File: src/rtl/debug_uart_wb_bridge.sv
// UART-to-Wishbone debug bridge: 8N1 command frames in, Wishbone master reads/writes, read data out.
// Optional inter-byte idle timeout enabled by defining DEBUG_BRIDGE_TIMEOUT_EN.
module debug_uart_wb_bridge #(
    parameter int unsigned CLK_DIV        = 217,
    parameter int unsigned TIMEOUT_CYCLES = 1000000
) (
    input  logic        core_clk,
    input  logic        core_rst,
    input  logic        ser_rx,
    output logic        ser_tx,
    output logic [31:0] wbm_adr_o,
    output logic [31:0] wbm_dat_o,
    input  logic [31:0] wbm_dat_i,
    output logic [3:0]  wbm_sel_o,
    output logic        wbm_we_o,
    output logic        wbm_cyc_o,
    output logic        wbm_stb_o,
    input  logic        wbm_ack_i,
    input  logic        wbm_err_i,
    output logic        busy,
    output logic        frame_err
);

    localparam int unsigned CW = $clog2(CLK_DIV);
    localparam logic [CW-1:0] BitLast  = CW'(CLK_DIV - 1);
    localparam logic [CW-1:0] HalfLast = CW'(CLK_DIV / 2 - 1);

    typedef enum logic [1:0] {RxIdle, RxStart, RxData, RxStop} rx_state_e;
    typedef enum logic [2:0] {
        StIdle, StLen, StAddr, StWdata, StWrBus, StRdBus, StTxData
    } state_e;

    // ---------------- receiver ----------------
    logic          rx_s1_q, rx_s2_q, rx_prev_q;
    rx_state_e     rx_st_q;
    logic [CW-1:0] rx_cnt_q;
    logic [2:0]    rx_bit_q;
    logic [7:0]    rx_byte_q;
    logic          rx_valid_q;
    logic          frame_err_q;

    always_ff @(posedge core_clk or posedge core_rst) begin
        if (core_rst) begin
            rx_s1_q     <= 1'b1;
            rx_s2_q     <= 1'b1;
            rx_prev_q   <= 1'b1;
            rx_st_q     <= RxIdle;
            rx_cnt_q    <= '0;
            rx_bit_q    <= '0;
            rx_byte_q   <= '0;
            rx_valid_q  <= 1'b0;
            frame_err_q <= 1'b0;
        end else begin
            rx_s1_q     <= ser_rx;
            rx_s2_q     <= rx_s1_q;
            rx_prev_q   <= rx_s2_q;
            rx_valid_q  <= 1'b0;
            frame_err_q <= 1'b0;
            case (rx_st_q)
                RxIdle: begin
                    if (rx_prev_q && !rx_s2_q) begin
                        rx_st_q  <= RxStart;
                        rx_cnt_q <= HalfLast;
                    end
                end
                RxStart: begin
                    if (rx_cnt_q == '0) begin
                        // Line back high at mid start bit: glitch, not a frame.
                        if (rx_s2_q) begin
                            rx_st_q <= RxIdle;
                        end else begin
                            rx_st_q  <= RxData;
                            rx_cnt_q <= BitLast;
                            rx_bit_q <= '0;
                        end
                    end else begin
                        rx_cnt_q <= rx_cnt_q - 1'b1;
                    end
                end
                RxData: begin
                    if (rx_cnt_q == '0) begin
                        rx_byte_q <= {rx_s2_q, rx_byte_q[7:1]};
                        rx_cnt_q  <= BitLast;
                        if (rx_bit_q == 3'd7) begin
                            rx_st_q <= RxStop;
                        end else begin
                            rx_bit_q <= rx_bit_q + 3'd1;
                        end
                    end else begin
                        rx_cnt_q <= rx_cnt_q - 1'b1;
                    end
                end
                RxStop: begin
                    if (rx_cnt_q == '0) begin
                        rx_st_q <= RxIdle;
                        if (rx_s2_q) begin
                            rx_valid_q <= 1'b1;
                        end else begin
                            frame_err_q <= 1'b1;
                        end
                    end else begin
                        rx_cnt_q <= rx_cnt_q - 1'b1;
                    end
                end
                default: rx_st_q <= RxIdle;
            endcase
        end
    end

    // ---------------- transmitter ----------------
    logic          tx_act_q;
    logic [8:0]    tx_sh_q;
    logic [3:0]    tx_bits_q;
    logic [CW-1:0] tx_cnt_q;
    logic          ser_tx_q;
    logic          tx_ready;
    logic          tx_load;

    state_e      st_q;
    logic [2:0]  bidx_q;
    logic [31:0] rdata_q;

    // Ready again in the last cycle of the stop bit so bytes go out back-to-back.
    assign tx_ready = !tx_act_q || (tx_cnt_q == '0 && tx_bits_q == 4'd0);
    assign tx_load  = (st_q == StTxData) && (bidx_q != 3'd4) && tx_ready;

    always_ff @(posedge core_clk or posedge core_rst) begin
        if (core_rst) begin
            tx_act_q  <= 1'b0;
            tx_sh_q   <= '1;
            tx_bits_q <= '0;
            tx_cnt_q  <= '0;
            ser_tx_q  <= 1'b1;
        end else if (tx_load) begin
            tx_act_q  <= 1'b1;
            ser_tx_q  <= 1'b0;
            tx_sh_q   <= {1'b1, rdata_q[31:24]};
            tx_bits_q <= 4'd9;
            tx_cnt_q  <= BitLast;
        end else if (tx_act_q) begin
            if (tx_cnt_q == '0) begin
                if (tx_bits_q == 4'd0) begin
                    tx_act_q <= 1'b0;
                    ser_tx_q <= 1'b1;
                end else begin
                    ser_tx_q  <= tx_sh_q[0];
                    tx_sh_q   <= {1'b1, tx_sh_q[8:1]};
                    tx_bits_q <= tx_bits_q - 4'd1;
                    tx_cnt_q  <= BitLast;
                end
            end else begin
                tx_cnt_q <= tx_cnt_q - 1'b1;
            end
        end
    end

    // ---------------- idle timeout ----------------
    logic timeout_hit;
`ifdef DEBUG_BRIDGE_TIMEOUT_EN
    logic        in_hdr;
    logic [31:0] to_cnt_q;

    assign in_hdr      = (st_q == StLen) || (st_q == StAddr) || (st_q == StWdata);
    assign timeout_hit = in_hdr && (to_cnt_q == 32'(TIMEOUT_CYCLES - 1));

    always_ff @(posedge core_clk or posedge core_rst) begin
        if (core_rst) begin
            to_cnt_q <= '0;
        end else if (rx_valid_q || !in_hdr) begin
            to_cnt_q <= '0;
        end else begin
            to_cnt_q <= to_cnt_q + 32'd1;
        end
    end
`else
    assign timeout_hit = 1'b0 & (TIMEOUT_CYCLES == 32'd0);
`endif

    // ---------------- command FSM ----------------
    logic        is_wr_q;
    logic [7:0]  cnt_q;
    logic [1:0]  bcnt_q;
    logic [31:0] wa_q;
    logic [31:0] adr_q;
    logic [31:0] dat_q;
    logic        cyc_q, stb_q, we_q, busy_q;

    always_ff @(posedge core_clk or posedge core_rst) begin
        if (core_rst) begin
            st_q    <= StIdle;
            is_wr_q <= 1'b0;
            cnt_q   <= '0;
            bcnt_q  <= '0;
            wa_q    <= '0;
            adr_q   <= '0;
            dat_q   <= '0;
            rdata_q <= '0;
            bidx_q  <= '0;
            cyc_q   <= 1'b0;
            stb_q   <= 1'b0;
            we_q    <= 1'b0;
            busy_q  <= 1'b0;
        end else if (timeout_hit) begin
            st_q   <= StIdle;
            busy_q <= 1'b0;
        end else begin
            case (st_q)
                StIdle: begin
                    if (rx_valid_q && (rx_byte_q == 8'h01 || rx_byte_q == 8'h02)) begin
                        is_wr_q <= (rx_byte_q == 8'h01);
                        busy_q  <= 1'b1;
                        st_q    <= StLen;
                    end
                end
                StLen: begin
                    if (rx_valid_q) begin
                        cnt_q  <= rx_byte_q;
                        bcnt_q <= '0;
                        st_q   <= StAddr;
                    end
                end
                StAddr: begin
                    if (rx_valid_q) begin
                        wa_q   <= {wa_q[23:0], rx_byte_q};
                        bcnt_q <= bcnt_q + 2'd1;
                        if (bcnt_q == 2'd3) begin
                            adr_q <= {wa_q[21:0], rx_byte_q, 2'b00};
                            if (cnt_q == 8'd0) begin
                                st_q   <= StIdle;
                                busy_q <= 1'b0;
                            end else if (is_wr_q) begin
                                st_q <= StWdata;
                            end else begin
                                st_q  <= StRdBus;
                                cyc_q <= 1'b1;
                                stb_q <= 1'b1;
                            end
                        end
                    end
                end
                StWdata: begin
                    if (rx_valid_q) begin
                        dat_q  <= {dat_q[23:0], rx_byte_q};
                        bcnt_q <= bcnt_q + 2'd1;
                        if (bcnt_q == 2'd3) begin
                            st_q  <= StWrBus;
                            cyc_q <= 1'b1;
                            stb_q <= 1'b1;
                            we_q  <= 1'b1;
                        end
                    end
                end
                StWrBus: begin
                    if (wbm_ack_i || wbm_err_i) begin
                        cyc_q <= 1'b0;
                        stb_q <= 1'b0;
                        we_q  <= 1'b0;
                        adr_q <= adr_q + 32'd4;
                        cnt_q <= cnt_q - 8'd1;
                        if (cnt_q == 8'd1) begin
                            st_q   <= StIdle;
                            busy_q <= 1'b0;
                        end else begin
                            st_q <= StWdata;
                        end
                    end
                end
                StRdBus: begin
                    if (wbm_ack_i || wbm_err_i) begin
                        rdata_q <= wbm_err_i ? 32'hFFFF_FFFF : wbm_dat_i;
                        cyc_q   <= 1'b0;
                        stb_q   <= 1'b0;
                        bidx_q  <= '0;
                        st_q    <= StTxData;
                    end
                end
                StTxData: begin
                    if (tx_load) begin
                        rdata_q <= {rdata_q[23:0], 8'h00};
                        bidx_q  <= bidx_q + 3'd1;
                    end else if (bidx_q == 3'd4 && tx_ready) begin
                        adr_q <= adr_q + 32'd4;
                        cnt_q <= cnt_q - 8'd1;
                        if (cnt_q == 8'd1) begin
                            st_q   <= StIdle;
                            busy_q <= 1'b0;
                        end else begin
                            st_q  <= StRdBus;
                            cyc_q <= 1'b1;
                            stb_q <= 1'b1;
                        end
                    end
                end
                default: st_q <= StIdle;
            endcase
        end
    end

    assign ser_tx    = ser_tx_q;
    assign wbm_adr_o = adr_q;
    assign wbm_dat_o = dat_q;
    assign wbm_sel_o = {4{cyc_q}};
    assign wbm_we_o  = we_q;
    assign wbm_cyc_o = cyc_q;
    assign wbm_stb_o = stb_q;
    assign busy      = busy_q;
    assign frame_err = frame_err_q;

endmodule

File: config.mk
export PLATFORM = sky130hd
export DESIGN_NAME = debug_uart_wb_bridge
export DESIGN_NICKNAME = d
export VERILOG_FILES = /design/src/rtl/debug_uart_wb_bridge.sv
export SDC_FILE = /design/constraint.sdc
export NUM_CORES = 1
export LEC_CHECK = 0
export CAP_MARGIN = 10
export CORE_MARGIN = 2
export CORE_UTILIZATION = 43
export CTS_CLUSTER_DIAMETER = 150
export DETAILED_ROUTE_END_ITERATION = 10
export GPL_TIMING_DRIVEN = 0
export PLACE_DENSITY = 0.71
export SLEW_MARGIN = 15
export SYNTH_ARGS = -nofsm -noshare
export SYNTH_HDL_FRONTEND = slang
export SYNTH_SLANG_ARGS = --single-unit
File: constraint.sdc
create_clock -name core_clk -period 6.2 [get_ports core_clk]
set_input_delay 0.62 -clock core_clk [delete_from_list [all_inputs] [get_ports core_clk]]
set_output_delay 0.62 -clock core_clk [all_outputs]
set_load 0.1 [all_outputs]
==> results of run 1 <==
flip-flops by register name (all words and copies together) (netlist names), 4 cells and up:
| register | count |
|---|---|
| rdata_q | 32 |
| wbm_dat_o | 32 |
| wbm_adr_o | 30 |
| wa_q | 22 |
| cnt_q | 8 |
| rx_byte_q | 8 |
| rx_cnt_q | 8 |
| tx_cnt_q | 8 |
| tx_sh_q | 8 |
| tx_bits_q | 4 |
power groups by stage:
stage                     combinational, W  clock [W]  sequential (W)
after floorplan                    0.00109          0         0.00240
final                              0.00220    0.00112         0.00186
after global placement             0.00215          0         0.00187
after CTS                          0.00220    0.00114         0.00185
after detailed placement           0.00218          0         0.00187
after global routing               0.00239    0.00119         0.00191
through the flow:
step	TNS (ns)	instances	utilization (%)	total power [W]	cell area [um2]
finish	0	1424	53.8	0.00518	11400
global placement	-324.61	1391	50.8	0.00401	10700
detailed placement	0	1392	51.0	0.00405	10800
floorplan	0	1008	-	0.00349	9290
CTS	0	1424	53.8	0.00519	11400
global route	0	1424	53.8	0.00549	11400
placed cells by master (no fill, tap or decap), drive strengths merged, types with 4 or more instances in the layout:
cell type | netlist | layout
o2bb2ai | 6 | 6
nand2 | 159 | 159
inv | 50 | 51
a311oi | 4 | 4
and2 | 5 | 5
nor4 | 11 | 11
o22ai | 18 | 18
ha | 20 | 20
a32oi | 5 | 5
nand2b | 8 | 8
a21oi | 75 | 75
nor2 | 66 | 66
o21ai | 88 | 88
nand4 | 9 | 9
mux2i | 7 | 7
nand3 | 21 | 21
or3 | 26 | 26
a2bb2oi | 5 | 5
mux2 | 33 | 33
a31oi | 6 | 6
and3 | 9 | 9
dfrtp | 172 | 172
dfstp | 12 | 12
a22oi | 5 | 5
buf | 16 | 17
o211ai | 31 | 31
clkbuf | 52 | 74
or4 | 6 | 6
nor2b | 5 | 5
or2 | 4 | 4
clkdlybuf4s50 | 0 | 108
xor2 | 4 | 4
nor3 | 14 | 14
how the worst max path moves through the flow:
stage,start,to,slack [ns],depth (start not counted)
5_1_grt,tx_cnt_q[0],bidx_q[1],2.88,8
6_report,tx_cnt_q[0],rdata_q[2],3.14,8
2_1_floorplan,core_rst,bcnt_q[0],0.60,1
4_1_cts,tx_cnt_q[0],rdata_q[2],3.15,8
3_5_place_dp,tx_cnt_q[0],rdata_q[2],3.18,8
3_3_place_gp,core_rst,rx_cnt_q[6],-1.90,2
synthesized netlist by cell type, types with 5 or more instances:
| cell type | instances | share of area, % |
|---|---|---|
| a21oi_1 | 73 | 3.9 |
| a22oi_1 | 5 | 0.40 |
| a2bb2oi_1 | 5 | 0.47 |
| a31oi_1 | 6 | 0.40 |
| a32oi_1 | 5 | 0.47 |
| and3_1 | 9 | 0.61 |
| buf_2 | 5 | 0.27 |
| buf_4 | 9 | 0.73 |
| clkbuf_1 | 52 | 2.1 |
| dfrtp_1 | 172 | 46 |
| dfstp_2 | 12 | 3.4 |
| ha_1 | 20 | 2.7 |
| inv_1 | 50 | 2.0 |
| mux2_2 | 33 | 4.0 |
| mux2i_1 | 7 | 0.75 |
| nand2_1 | 159 | 6.4 |
| nand2b_1 | 8 | 0.54 |
| nand3_1 | 21 | 1.1 |
| nand4_1 | 9 | 0.61 |
| nor2_1 | 66 | 2.7 |
| nor2b_1 | 5 | 0.34 |
| nor3_1 | 14 | 0.75 |
| nor4_1 | 11 | 0.74 |
| o211ai_1 | 31 | 2.5 |
| o21ai_0 | 76 | 4.1 |
| o21ai_1 | 12 | 0.65 |
| o22ai_1 | 18 | 1.2 |
| o2bb2ai_1 | 6 | 0.57 |
| or3_1 | 26 | 1.8 |
layer usage:
metal | share of wire, % | up-vias | global-route usage, %
li1 | - | 3825 | -
met1 | 44 | 3898 | 30.0
met2 | 48 | 301 | 35.7
met3 | 6.3 | 42 | 4.49
met4 | 1.8 | 0 | 6.31
met5 | 0 | - | 0
final cells by class:
class | count | area share (%)
Sequential cell | 184 | 40.7
Inverter | 50 | 1.72
Multi-Input combinational cell | 706 | 36.8
Buffer | 68 | 2.67
Tap cell | 275 | 3.03
Timing Repair Buffer | 109 | 9.76
Clock inverter | 10 | 1.29
Clock buffer | 22 | 4.00
logic make-up (layout without fill, tap and decap cells):
group	count (synthesis)	after routing	share of synthesized area, %
AND/OR/NAND/NOR	355	355	17.8
AO/OA/AOI/OAI	282	282	19.0
flip-flops	184	184	49.7
buffers and inverters	118	259	5.28
multiplexers	40	40	4.75
adder cells (fa/ha/maj)	20	20	2.69
XOR/XNOR	7	7	0.660
other	1	2	0.0404
worst register-to-register path: stages (launching register included):
cell      delay, ns
dfrtp_1        0.44
inv_1          0.11
ha_1           0.17
or3b_2         0.48
o21ai_1        0.54
nand3_1        0.55
clkbuf_1       0.36
a21oi_1        0.21
a21oi_1        0.06
==> impl_metrics.csv, run 1 <==
group,metric,value,unit
status,outcome,"finished clean",
clock_network,cts_hold_buf,0,
grt,grt-ovfl-total,0,
min_path,hold_end,"rx_s2_q",
critical_path,slowest_delay,0.55,ns
synthesis,async_reset_ff_share,100,%
critical_path,crit_family,"simple AND/OR/NAND/NOR gates",
floorplan,io_pins,111,
timing,fin_crit,3.06,ns
critical_path,r2r_cells,8,
job,maxCapViolations,0,
clock_network,clk_pin_slew,0.07,ns
critical_path,rrSetupSlack,3.14,ns
final_layout,drive_gt1_share,8.96,%
power_and_ir_drop,intPower,0.00289,W
synthesis,synth_edf_count,0,
final_layout,nets,1193,
synthesis,syn_area,9290,um2
critical_path,arrival,3.35,ns
floorplan,num_rows,53,
min_path,min_path_cells,0,
detailed_routing,drt-total-wl,24.4,mm
floorplan,die-area,22800,um2
clock_network,cts_buffers,17,
clock_network,tritoncts,"built",
critical_path,r2r_end,"rdata_q[2]",
grt,grt_use_total,22.0,%
min_path,min_from,"rx_s1_q",
grt,grt_pass1_wl,39.8,mm
timing,slew-limit-headroom,33.1,%
placement,place.gp.congestion,0.909,
power_and_ir_drop,power_switching,0.00230,W
clock_network,cts.path.max_buffers,2,
critical_path,crit_path_start_kind,"flop",
critical_path,crit_path_end_kind,"flop",
grt,grt_pass1_vias,7840,
clock_network,cts_sinks,184,
critical_path,cp_max_fo,10,
detailed_routing,vias_per_cell,5.66,
clock_network,clk_latency,0.43,ns
critical_path,crit_type,"flop to flop",
power_and_ir_drop,switching_share,44.3,%
timing,skew,0.0114,ns
synthesis,yosysWarnings,0,
grt,antenna_found_initial,0,
timing,hold_violations,0,
synthesis,syn_inst,1007,
critical_path,worstPathRequired,6.49,ns
timing,setup_slack,3.14,ns
clock_network,cts_max_level,4,
final_layout,fill_cells,1916,
timing,finalCritPeriodShare,49.3,%
clock_network,cts_root_buffer,"clkbuf_16",
detailed_routing,first_iter_violations,651,
placement,pre_cts_ws,3.18,ns
synthesis,yosysSeqAreaShare,49.7,%
detailed_routing,num_vias,8066,
critical_path,slowest_stage,"nand3_1",
timing,worstMarginPinSlew,1.00,ns
clock_network,cts_resized,0,
detailed_routing,wire_per_inst,17.1,um
final_layout,num_antenna_cells,0,
final_layout,area.sequential,4620,um2
timing,holdWs,0.356,ns
clock_network,post_cts_buffers,0,
final_layout,area_growth,22.2,%
power_and_ir_drop,vdd.ir_drop.worst,0.373,mV
timing,max_freq,327,MHz
floorplan,core_region_area,21100,um2
detailed_routing,firstDrtPassIters,5,
timing,setup_violations,0,
critical_path,crit_path_frequent_cell,"a21oi_1",
timing,rsz0062_at_grt,"false",
critical_path,critPathBufInv,2,
placement,hpwl,16.6,mm
synthesis,yosysUniqueCellTypes,75,
power_and_ir_drop,comb_power_share,42.4,%
floorplan,initial_core_util,44.0,%
grt,grt_max_degree,104,
power_and_ir_drop,power_leakage,4.89,nW
detailed_routing,drc,0,
floorplan,die_h,151,um
floorplan,fp.dieW,151,um
power_and_ir_drop,clock_power_share,21.6,%
final_layout,multi_input_area,4180,um2
critical_path,worstReg2RegStart,"tx_cnt_q[0]",
placement,port_buffers,108,
synthesis,synth-seq-cells,184,
critical_path,worstPathCellList,"inv_1 -> ha_1 -> or3b_2 -> o21ai_1 -> nand3_1 -> clkbuf_1 -> a21oi_1 -> a21oi_1",
power_and_ir_drop,p_seq_share,36.0,%
power_and_ir_drop,powerDensity,456,nW/um2
min_path,hold_class,"flop to flop",
synthesis,ys.flop_type,"dfrtp_1",
detailed_routing,ant_nets,0,
synthesis,avgSynthCellArea,9.22,um2
timing,drv_slew,0,
(Power assumes the default switching activity.)
==> run 2, diff against run 1 <==
Clock period 6.2 ns to 3.1 ns, I/O delays scaled along.
==> run 2 against run 1 <==
  * Utilization grew 0.43 points
  * Maximum frequency up 6.7%
  * First-iteration DRC count decreased by 3.1%
  * Clock skew rose by 0.0016 ns
  * Critical path depth grew 2
  * Largest cell class unchanged
==> impl_metrics.csv, run 2 (synthesis results as in run 1) <==
group,metric,value,unit
status,outcome,"finished clean",
final_layout,drive_gt1_share,9.71,%
clock_network,clk_latency,0.43,ns
critical_path,crit_type,"flop to flop",
final_layout,multi_input_area,4190,um2
clock_network,cts_max_level,4,
clock_network,cts_buffers,17,
grt,antenna_found_initial,0,
timing,slew-limit-headroom,32.0,%
detailed_routing,first_iter_violations,631,
critical_path,crit_path_start_kind,"flop",
power_and_ir_drop,vdd.ir_drop.worst,0.830,mV
grt,grt_use_total,22.1,%
clock_network,cts_root_buffer,"clkbuf_16",
timing,skew,0.0131,ns
min_path,min_path_cells,1,
critical_path,r2r_end,"rdata_q[12]",
placement,pre_cts_ws,0.160,ns
critical_path,slowest_delay,0.43,ns
grt,grt_pass1_wl,39.9,mm
final_layout,area.sequential,4620,um2
timing,finalCritPeriodShare,92.5,%
floorplan,core_region_area,21100,um2
timing,setup_violations,0,
detailed_routing,drc,0,
grt,grt-ovfl-total,0,
critical_path,crit_path_end_kind,"flop",
floorplan,initial_core_util,44.0,%
final_layout,area_growth,23.2,%
floorplan,die_h,151,um
detailed_routing,firstDrtPassIters,5,
detailed_routing,ant_nets,0,
job,maxCapViolations,0,
detailed_routing,wire_per_inst,17.1,um
min_path,hold_end,"rx_s1_q",
detailed_routing,num_vias,8085,
power_and_ir_drop,power_leakage,4.94,nW
final_layout,final_common_cell,"dfrtp_1",
critical_path,worstReg2RegStart,"tx_bits_q[0]",
timing,drv_slew,0,
critical_path,cp_max_fo,10,
timing,hold_violations,0,
placement,hpwl,17.0,mm
floorplan,die-area,22800,um2
placement,placed_area,10800,um2
placement,port_buffers,108,
grt,grt_pass1_vias,7813,
critical_path,arrival,3.21,ns
critical_path,r2r_cells,10,
grt,grt_max_degree,36,
final_layout,fill_cells,1902,
timing,fin_crit,2.87,ns
timing,max_freq,349,MHz
detailed_routing,vias_per_cell,5.66,
critical_path,worstPathRequired,3.45,ns
final_layout,post-route-cell-area,11400,um2
final_layout,num_antenna_cells,0,
timing,rsz0062_at_grt,"false",
power_and_ir_drop,powerDensity,908,nW/um2
clock_network,cts.path.max_buffers,2,
final_layout,final_cell_count_no_fill,1428,
final_layout,layout_common_cells,"dfrtp_1, nand2_1, clkdlybuf4s50_1",
timing,tns,0,ns
placement,place.gp.congestion,0.889,
clock_network,clk_pin_slew,0.07,ns
clock_network,tritoncts,"built",
min_path,min_from,"ser_rx",
placement,place_inst,1396,
timing,worstMarginPinSlew,1.01,ns
floorplan,num_rows,53,
detailed_routing,drt-total-wl,24.4,mm
critical_path,worstPathCellList,"inv_1 -> ha_1 -> or3b_2 -> clkbuf_1 -> a211o_1 -> o21ai_0 -> buf_2 -> buf_2 -> o211ai_1 -> o21ai_0",
clock_network,cts_sinks,184,
critical_path,rrSetupSlack,0.23,ns
timing,setup_slack,0.233,ns
floorplan,fp.dieW,151,um
final_layout,nets,1197,
floorplan,io_pins,111,
power_and_ir_drop,power.total,0.0104,W
critical_path,slowest_stage,"or3b_2",
min_path,hold_class,"primary input to flop",
## run 2: cell types whose count changed in the layout (fill, tap and decap cells not counted), sizes merged
cell      previous run  this run
inv                 51        57
clkbuf              74        69
buf                 17        21
bufinv               3         2
clkinv               3         4
clkinvlp             3         2
## run 2: metrics by stage
stage                     hold slack (ns)  util, %
after floorplan                     0.314        -
after global placement              0.347     50.8
after detailed placement            0.349     51.4
after CTS                           0.275     54.2
after global routing                0.281     54.3
final                               0.284     54.3
## run 2: cell type report
cell class	count	share of cell area [%]
plain buffers	68	2.65
clock buffers	17	3.72
clock inverters	15	1.61
inverters	50	1.67
multi-input cells	706	36.6
flip-flops and latches	184	40.4
well taps	275	3.01
repair buffers	113	10.4
## run 2: power by group
part | internal [W] | switching [W] | leakage, nW
Sequential | 0.00310 | 0.000634 | 2.37
Clock | 0.00123 | 0.00103 | 0.298
Combinational | 0.00138 | 0.00302 | 2.27
## run 2: worst max path at each step
stage	startpoint	to	slack [ns]
floorplan	core_rst	bcnt_q[0]	0.44
global placement	core_rst	rx_cnt_q[3]	-1.08
detailed placement	tx_cnt_q[0]	rdata_q[2]	0.16
CTS	tx_cnt_q[0]	rdata_q[1]	0.14
global route	tx_bits_q[0]	rdata_q[8]	0.03
finish	tx_bits_q[0]	rdata_q[12]	0.23
## run 2: layer usage
| layer | share of wire [%] | up-vias | global-route usage (%) |
|---|---|---|---|
| met2 | 48 | 316 | 35.9 |
| met4 | 1.8 | 0 | 7.15 |
| met3 | 6.4 | 44 | 4.07 |
| li1 | - | 3852 | - |
| met1 | 44 | 3873 | 29.9 |
| met5 | 0 | - | 0 |
## run 2: repair_timing
item / in CTS / in global routing
hold buffers: 0 / 0
resized for setup: 0 / 1
endpoints found under the setup margin: 0 / 5
setup buffers: 0 / 0
## run 2: worst max-delay path: cells and delay by family (launching register included)
family | cells | cell delay [ns]
AO/OA/AOI/OAI | 4 | 0.98
buffers and inverters | 4 | 0.83
flip-flops | 1 | 0.40
AND/OR/NAND/NOR | 1 | 0.43
adder cells (fa/ha/maj) | 1 | 0.14
